### src/rtl/sequential_fifo.sv
// -----------------------------------------------------------------------------
// sequential_fifo
//   Circular request-driven FIFO of DEPTH words. Each request input is a level;
//   one word is written (or popped) per assertion, and a served request must be
//   seen low for at least one clock before it can act again. A request that is
//   blocked (full for writes, empty for reads) stays pending and is served on
//   the first edge that allows it. Same-edge read+write is supported; an empty
//   FIFO never passes a word straight through.
//
// Ports
//   clk            rising-edge clock
//   reset          asynchronous, active-high reset of pointers/count/arming
//   clear          synchronous flush; requests on the same edge are ignored
//   request_write  level write request
//   request_read   level read (pop) request
//   data_in        word captured on an accepted write
//   data_out       oldest stored word, 0 when empty
//   correct_read   at least one word stored
//   full           DEPTH words stored
//   count          number of words stored
// -----------------------------------------------------------------------------
module sequential_fifo #(
  parameter int DATA_WIDTH = 8,
  parameter int DEPTH      = 16
) (
  input  logic                         clk,
  input  logic                         reset,
  input  logic                         clear,
  input  logic                         request_write,
  input  logic                         request_read,
  input  logic [DATA_WIDTH-1:0]        data_in,
  output logic [DATA_WIDTH-1:0]        data_out,
  output logic                         correct_read,
  output logic                         full,
  output logic [$clog2(DEPTH+1)-1:0]   count
);

  localparam int AW = $clog2(DEPTH);
  localparam int CW = $clog2(DEPTH+1);

  logic [DATA_WIDTH-1:0] r_mem [DEPTH];
  logic [AW-1:0]         r_wr_ptr;
  logic [AW-1:0]         r_rd_ptr;
  logic [CW-1:0]         r_count;
  logic                  r_wr_armed;
  logic                  r_rd_armed;

  logic                  w_wr_acc;
  logic                  w_rd_acc;
  logic                  w_full;
  logic                  w_nonempty;

  assign w_full     = (r_count == CW'(DEPTH));
  assign w_nonempty = (r_count != '0);

  // Read qualification uses the pre-edge count, so an empty FIFO with both
  // requests accepts only the write; the read stays armed for the next edge.
  assign w_wr_acc = request_write && r_wr_armed && !w_full     && !clear;
  assign w_rd_acc = request_read  && r_rd_armed && w_nonempty  && !clear;

  always_ff @(posedge clk or posedge reset) begin
    if (reset) begin
      r_wr_ptr   <= '0;
      r_rd_ptr   <= '0;
      r_count    <= '0;
      r_wr_armed <= 1'b1;
      r_rd_armed <= 1'b1;
    end else begin
      // Re-arm whenever the request is seen low; disarm on the serving edge.
      if (!request_write)  r_wr_armed <= 1'b1;
      else if (w_wr_acc)   r_wr_armed <= 1'b0;

      if (!request_read)   r_rd_armed <= 1'b1;
      else if (w_rd_acc)   r_rd_armed <= 1'b0;

      if (clear) begin
        r_wr_ptr <= '0;
        r_rd_ptr <= '0;
        r_count  <= '0;
      end else begin
        if (w_wr_acc) r_wr_ptr <= r_wr_ptr + AW'(1);
        if (w_rd_acc) r_rd_ptr <= r_rd_ptr + AW'(1);
        if (w_wr_acc && !w_rd_acc)      r_count <= r_count + CW'(1);
        else if (w_rd_acc && !w_wr_acc) r_count <= r_count - CW'(1);
      end
    end
  end

  // Storage has no reset; writes are suppressed while reset is asserted.
  always_ff @(posedge clk) begin
    if (w_wr_acc && !reset) r_mem[r_wr_ptr] <= data_in;
  end

  assign full         = w_full;
  assign correct_read = w_nonempty;
  assign count        = r_count;
  assign data_out     = w_nonempty ? r_mem[r_rd_ptr] : '0;

endmodule
### config.mk
export PLATFORM = sky130hd
export DESIGN_NAME = sequential_fifo
export DESIGN_NICKNAME = d
export VERILOG_FILES = /design/src/rtl/sequential_fifo.sv
export SDC_FILE = /design/constraint.sdc
export NUM_CORES = 1
export LEC_CHECK = 0
export ABC_AREA = 1
export BUFFER_PORTS_ARGS = -buffer_cell sky130_fd_sc_hd__buf_2
export CAP_MARGIN = 40
export CORE_MARGIN = 2
export CORE_UTILIZATION = 41
export DETAILED_ROUTE_END_ITERATION = 10
export GPL_TIMING_DRIVEN = 0
export PLACE_DENSITY = 0.61
export SLEW_MARGIN = 20
export SYNTH_ARGS = -nofsm -noshare
export SYNTH_HDL_FRONTEND = slang
export SYNTH_SLANG_ARGS = --single-unit
### constraint.sdc
create_clock -name clk -period 3.6 [get_ports clk]
set_input_delay 0.54 -clock clk [delete_from_list [all_inputs] [get_ports clk]]
set_output_delay 0.54 -clock clk [all_outputs]
set_load 0.05 [all_outputs]
# Yosys cells after proc, flatten, opt, wreduce, memory -nomap -nowiden
# Memory sizes are Yosys's and may differ from the RTL's.
# Cells that the tools add are included.
# word_totals
ramBits,128
mem_count,1
wordCells,45
register_bits,15
in_bits,13
# memory_table
memory,depth,width,read_ports,rd_clocked_by_memory_dff,wr,line,rtl
r_mem,16,8,1,0,1,41,logic [DATA_WIDTH-1:0] r_mem [DEPTH];
# op_classes
muxes,14
reduce_logical,18
eq_ne,3
addsub,4
# ops
op,count
$mux W4,4
$mux W5,3
$logic_and A1 B1 Y1,9
$add A4 B1 Y4 const B,2
$mux W8,1
$mux W1,6
$add A5 B1 Y5 const B,1
$eq A5 B5 Y1 const B,1
$logic_not A1 Y1,5
$reduce_bool A5 Y1,1
$sub A5 B1 Y5 const B,1
$ne A2 B1 Y1 const B,2
$reduce_bool A2 Y1,2
$reduce_bool A3 Y1,1

# Longest topological paths before layout
# Gate-level depths: netlist (run 1).
# depth
depth_word,9
mapped_depth,15

# Least setup slack after synthesis (run 1)
# OpenSTA, ideal clock, no wires.
# synth_timing
path_kind,register -> output
start,"register r_count[1], in the netlist count[1]"
end,output port data_out[0]
stages_incl_launch_ff,5
arrival_ns,2.099
n_path_buf,0
slack_ns,0.961
path_cell_list,dfrtp_1 nor2_1 nand3_2 inv_1 a21oi_1
# synth_via
elab_chain_cells,2
# synth_rtl
element,line,rtl
from (decl),44,logic [CW-1:0] r_count;
from (signal assigned),83,if (w_wr_acc && !w_rd_acc) r_count <= r_count + CW'(1);
from (signal assigned),84,else if (w_rd_acc && !w_wr_acc) r_count <= r_count - CW'(1);
$reduce_bool A5 Y1,54,assign w_nonempty = (r_count != '0);
via correct_read,33,"output logic correct_read,"
$mux W8,97,assign data_out = w_nonempty ? r_mem[r_rd_ptr] : '0;
to (decl),32,"output logic [DATA_WIDTH-1:0] data_out,"
# The timed path passes the listed nets, and every way through them passes these cells.

# Final worst setup path (run 1)
# layout_timing
start,register r_rd_ptr[0]
end,output port data_out[6]
# layout_via
elab_chain_cells,2
# layout_rtl
element,line,rtl
from (decl),43,logic [AW-1:0] r_rd_ptr;
from (signal assigned),82,if (w_rd_acc) r_rd_ptr <= r_rd_ptr + AW'(1);
$mem_v2 Z16 W8,--,
$mux W8,97,
# No other way between the ends.

==> results of run 1 <==
## cells by family (layout without fill, tap and decap cells)
family,count (synthesis),in the layout,share of synthesized area
simple gates,333,333,0.231
flops,143,143,0.685
buf+inv,45,110,0.0392
compound gates,25,25,0.0211
fa+ha+maj,10,10,0.0215
xor+xnor,2,2,0.00284
## cells in the mapped netlist (2+ instances only)
master,number
nand2_1,201
edfxtp_1,128
nand3_1,102
nor2_1,18
inv_1,15
a21oi_1,14
dfrtp_1,13
buf_2,10
ha_1,9
buf_4,6
o21ai_0,6
buf_6,5
nand2_2,4
clkbuf_1,3
inv_2,3
o21ai_1,3
clkinv_1,2
dfstp_2,2
nand3_2,2
nor2_2,2
nor3_1,2
o21a_1,2
xnor2_1,2
## cell type report
type,instances,area [um^2],area share
clock inverter,13,98.8,0.0139
buffer,25,166,0.0234
timing repair buffer,33,180,0.0253
sequential,143,4220,0.594
clock buffer,19,433,0.0609
multi-input combinational,370,1700,0.240
inverter,20,75.1,0.0106
tap,184,230,0.0324
## power by group
group	switching (uW)	internal, uW
registers	48.3	1860
logic	1050	384
clock network	660	934
## through the flow
stage,hold slack [ns],total power [uW]
2_1_floorplan,0.440,2940
3_3_place_gp,0.452,3330
3_5_place_dp,0.463,3360
4_1_cts,0.200,4940
5_1_grt,0.243,5140
6_report,0.201,4930
## metal layers
layer | GRT usage | part of all wire
met2 | 0.312 | 0.46
met4 | 0.103 | 0.037
met5 | 0 | 0
met1 | 0.281 | 0.43
met3 | 0.0422 | 0.073
## how the worst max path moves through the flow
stage,from,to,cells past startpoint
2_1_floorplan,count[1],data_out[0],4
3_3_place_gp,clear,r_mem[13][1],6
3_5_place_dp,clear,r_mem[7][2],6
4_1_cts,r_rd_ptr[1],data_out[3],9
5_1_grt,r_rd_ptr[1],data_out[5],8
6_report,r_rd_ptr[0],data_out[6],10
## critical path, cell delays in order, from the launching register on
cell and delay (ns):
dfrtp_1 0.44, inv_2 0.09, buf_4 0.18, buf_2 0.29, nand2_1 0.09, nand3_1 0.07
nand3_1 0.12, nand2_1 0.10, nand2_1 0.05, a21oi_1 0.19, buf_2 0.30
## sequential cells by signal, summed over array words and instances, names as in the netlist
name	flops
count	5
r_wr_armed	1
r_mem	128
r_wr_ptr	4
r_rd_armed	1
r_rd_ptr	4
==> results.sh, run 1 <==
export IMPL_status="finished, final reports clean"
export IMPL_avgSynthCellArea_um2=11.1
export IMPL_drc=0
export IMPL_worst_r2r_cell_count=6
export IMPL_design_area_um2=7110
export IMPL_max_freq_mhz=345
export IMPL_grt_pass1_wl_mm=24.2
export IMPL_regToRegStartpoint="r_wr_armed"
export IMPL_numPlacedInstances=769
export IMPL_setup_viol=0
export IMPL_io_buffers=27
export IMPL_rsz0062_at_grt="false"
export IMPL_slew_headroom=0.443
export IMPL_clockRootBuffer="clkbuf_16"
export IMPL_hpwlAfterDp_mm=9.94
export IMPL_drv_slew=0
export IMPL_hold_violations=0
export IMPL_dieHeight_um=127
export IMPL_placedInstanceArea_um2=6530
export IMPL_grt_max_degree=17
export IMPL_power_density_nw_per_um2=694
export IMPL_hold_buffers=0
export IMPL_drt_total_wl_mm=15.4
export IMPL_rrSetupSlack_ns=1.34
export IMPL_die_area_um2=16000
export IMPL_synthesis_area_um2=6170
export IMPL_yosysWarningCount=0
export IMPL_coreArea_um2=14600
export IMPL_routedWlPerCell_um=19.1
export IMPL_synth_top_flop_cell="edfxtp_1"
export IMPL_tightest_slew_ns=0.833
export IMPL_antenna_found_initial=0
export IMPL_grt_ovfl_total=0
export IMPL_r2r_end="r_mem[5][4]"
export IMPL_final_cell_mix="201 x nand2_1, 128 x edfxtp_1, 102 x nand3_1"
export IMPL_synth_distinct_cells=27
export IMPL_grt_pass1_vias=4200
export IMPL_layout_commonest_cell="nand2_1"
export IMPL_finClkSkew_ns=0.00646
export IMPL_syn_nets=581
export IMPL_clk_latency_ns=0.42
export IMPL_io_pins=28
export IMPL_htreeDepth=4
export IMPL_crit_fanout=10
export IMPL_via_count=4374
export IMPL_drt_iter0_drc=653
export IMPL_worst_setup_path_type="register to output pin"
export IMPL_vdd_ir_drop_max_mv=0.480
export IMPL_preCtsSetupSlack_ns=1.12
export IMPL_p_leak_uw=0.00277
export IMPL_nets=633
export IMPL_startpoint_type="register"
export IMPL_globalplace_congestion=0.860
export IMPL_ant_nets=0
export IMPL_cp_end_kind="output pin"
export IMPL_ctsResizeCount=0
export IMPL_period_share=0.806
export IMPL_cts_clk_slew_worst_paths_ns=0.06
export IMPL_instances_no_fill=807
export IMPL_min_period_ns=2.90
export IMPL_area_delta_synth_final_pct=15.3
export IMPL_layout_drive_gt1_share=0.157
export IMPL_cp_required_ns=3.06
export IMPL_yosysTopAreaCellShare=0.623
export IMPL_first_pass_iters=7
export IMPL_hold_path_class="input port to asynchronous set/reset pin"
export IMPL_setup_ws_ns=0.699
export IMPL_rows=44
export IMPL_antenna_cells=0
export IMPL_die_w_um=127
export IMPL_grtUsageTotal=0.205
export IMPL_cts_buffers=17
export IMPL_max_cap_violations=0
export IMPL_postCtsSetupRepairBufs=0
export IMPL_clockBufferDepth=2
export IMPL_synth_area_top_cells="edfxtp_1 62%, nand2_1 12%, nand3_1 8.3%, dfrtp_1 5.3%, ha_1 1.8%"
export IMPL_synth_edf_count=128
export IMPL_num_fill_cells=1259
export IMPL_tns_ns=0
export IMPL_synth_largest_area_cell="edfxtp_1"
export IMPL_initial_core_util=0.423
export IMPL_cts_sinks=143
export IMPL_syn_inst=558
export IMPL_critical_path_arrival_ns=2.36
export IMPL_synth_seq_cells=143
export IMPL_ys_seq_area_frac=0.685
export IMPL_cts_tree="built"
export IMPL_final_core_util=0.487
export IMPL_async_reset_ff_frac=0.105
export IMPL_viasPerCell=5.42
(Power assumes the default switching activity.)
==> run 2: changes to the inputs <==
==> constraint.sdc (replaced) <==
create_clock -name clk -period 2.8 [get_ports clk]
set_input_delay 0.42 -clock clk [delete_from_list [all_inputs] [get_ports clk]]
set_output_delay 0.42 -clock clk [all_outputs]
set_load 0.05 [all_outputs]
==> run 2 against run 1 <==
Net effect:
- critical path depth decreased by 1
- register-to-register slack got worse by 0.79 ns
- non-clock buffer count unchanged
- combinational power increased by 32%
- sequential power increased by 29%
- clock skew increased by 0.00064 ns
- routed wire length decreased by 0.14%
- die area unchanged
==> results.sh, run 2 (same netlist as run 1, synthesis figures left out) <==
export IMPL_status="finished, final reports clean"
export IMPL_cts_buffers=17
export IMPL_max_cap_violations=0
export IMPL_seqPwrFrac=0.383
export IMPL_cp_end_kind="output pin"
export IMPL_viasPerCell=5.40
export IMPL_seq_area_um2=4220
export IMPL_grt_pass1_vias=4200
export IMPL_finClkSkew_ns=0.00710
export IMPL_antenna_cells=0
export IMPL_worst_setup_path_type="register to output pin"
export IMPL_min_period_ns=2.74
export IMPL_power_frac_comb=0.296
export IMPL_clockBufferDepth=2
export IMPL_tns_ns=0
export IMPL_intPower_uw=4120
export IMPL_coreArea_um2=14600
export IMPL_tightest_slew_ns=0.819
export IMPL_cts_clk_slew_worst_paths_ns=0.06
export IMPL_layout_commonest_cell="nand2_1"
export IMPL_antenna_found_initial=0
export IMPL_drt_iter0_drc=600
export IMPL_htreeDepth=4
export IMPL_nets=633
export IMPL_layout_drive_gt1_share=0.162
export IMPL_die_w_um=127
export IMPL_setup_viol=0
export IMPL_drt_total_wl_mm=15.4
export IMPL_slew_headroom=0.452
export IMPL_hold_ws_ns=0.0812
export IMPL_period_share=0.980
export IMPL_hold_path_class="input port to asynchronous set/reset pin"
export IMPL_vdd_ir_drop_max_mv=0.613
export IMPL_hpwlAfterDp_mm=9.94
export IMPL_grt_pass1_wl_mm=24.2
export IMPL_rsz0062_at_grt="true"
export IMPL_drc=0
export IMPL_final_cell_mix="201 x nand2_1, 128 x edfxtp_1, 102 x nand3_1"
export IMPL_io_buffers=27
export IMPL_critPathTopFamily="buffers and inverters"
export IMPL_globalplace_congestion=0.860
export IMPL_drv_slew=0
export IMPL_initial_core_util=0.423
export IMPL_ant_nets=0
export IMPL_startpoint_type="register"
export IMPL_area_delta_synth_final_pct=15.8
export IMPL_max_freq_mhz=364
export IMPL_grtUsageTotal=0.205
export IMPL_hold_buffers=0
export IMPL_num_fill_cells=1254
export IMPL_multiInputGateArea_um2=1700
export IMPL_power_frac_clock=0.321
export IMPL_power_density_nw_per_um2=895
export IMPL_grt_ovfl_total=0
export IMPL_hold_violations=0
export IMPL_die_area_um2=16000
export IMPL_grt_max_degree=17
export IMPL_numPlacedInstances=769
export IMPL_total_power_uw=6390
export IMPL_cts_sinks=143
export IMPL_clk_latency_ns=0.42
export IMPL_dieHeight_um=127
export IMPL_path_buf_inv=4
export IMPL_cts_tree="built"
export IMPL_cpPeakStageDelay_ns=0.39
export IMPL_slowest_stage="dfrtp_1"
export IMPL_crit_chain="clkbuf_4 -> inv_1 -> buf_2 -> nand3_1 -> nand3_1 -> nand2_1 -> nand2_1 -> a21oi_1 -> buf_4"
export IMPL_rows=44
export IMPL_first_pass_iters=6
export IMPL_top_register="r_mem"
export IMPL_cp_required_ns=2.38
export IMPL_p_leak_uw=0.00279
export IMPL_io_pins=28
export IMPL_instances_no_fill=807
export IMPL_largest_register_ffs=128
export IMPL_crit_fanout=10
export IMPL_via_count=4354
export IMPL_sw_frac_of_total=0.354
export IMPL_routedWlPerCell_um=19.1
export IMPL_critical_path_arrival_ns=2.32
export IMPL_final_core_util=0.489
export IMPL_p_sw_uw=2260
export IMPL_clockRootBuffer="clkbuf_16"
[run 2: cell count changes in the layout (fill, tap and decap cells not counted)]
| cell | delta |
|---|---|
| clkbuf_2 | +3 |
| clkbuf_1 | -3 |
| buf_2 | -9 |
| buf_4 | +4 |
| buf_6 | +1 |
| clkbuf_4 | +4 |
[run 2: final timing paths]
path / startpoint / to / slack, ns / cells after the start
worst min register to register: r_rd_armed / r_rd_armed / 0.47 / 2
min in group clk: request_write / r_wr_armed / 0.14 / 2
worst max register to register: r_wr_armed / r_mem[7][4] / 0.55 / 6
worst min-delay path: reset / count[3] / 0.08 / 2
worst max-delay path: r_rd_ptr[1] / data_out[2] / 0.06 / 9
max in group asynchronous: reset / r_wr_ptr[1] / 2.32 / 2
[run 2: repair_timing]
| item | 4_1_cts | 5_1_grt |
|---|---|---|
| buffers inserted | 0 | 0 |
| gates resized for setup | 0 | 21 |
| setup endpoints to repair | 0 | 8 |
[run 2: stage by stage]
| step | setup WS, ns | instance area (um^2) |
|---|---|---|
| after floorplan | 0.281 | 6170 |
| after global placement | 0.481 | 6530 |
| after detailed placement | 0.438 | 6530 |
| after CTS | 0.0384 | 7060 |
| after global routing | 0.00415 | 7140 |
| final | 0.0564 | 7140 |
[run 2: per-layer routing]
layer	vias up	share of wire	global-route usage	wire length, um
met4	0	0.033	0.103	516
met5	-	0	0	0
li1	2021	-	-	-
met2	197	0.47	0.312	7170
met3	37	0.079	0.0422	1220
met1	2099	0.42	0.281	6500
[run 2: worst register-to-register path: cells and delay by family (launching register included)]
| kind | cells | cell delay (ns) |
|---|---|---|
| buffers and inverters | 1 | 0.08 |
| AND/OR/NAND/NOR | 5 | 1.26 |
| flip-flops | 1 | 0.53 |
[run 2: area by class of cell]
type / count / area share
sequential: 143 / 0.591
multi-input combinational: 370 / 0.239
clock buffer: 19 / 0.0606
tap: 184 / 0.0323
timing repair buffer: 33 / 0.0277
buffer: 25 / 0.0251
clock inverter: 13 / 0.0138
inverter: 20 / 0.0105
[run 2: power groups by stage]
stage	clock network, uW	logic (uW)	registers (uW)
3_3_place_gp	0	1800	2490
2_1_floorplan	0	1200	2580
6_report	2050	1890	2450
3_5_place_dp	0	1820	2490
4_1_cts	2070	1830	2450
5_1_grt	2160	2040	2460
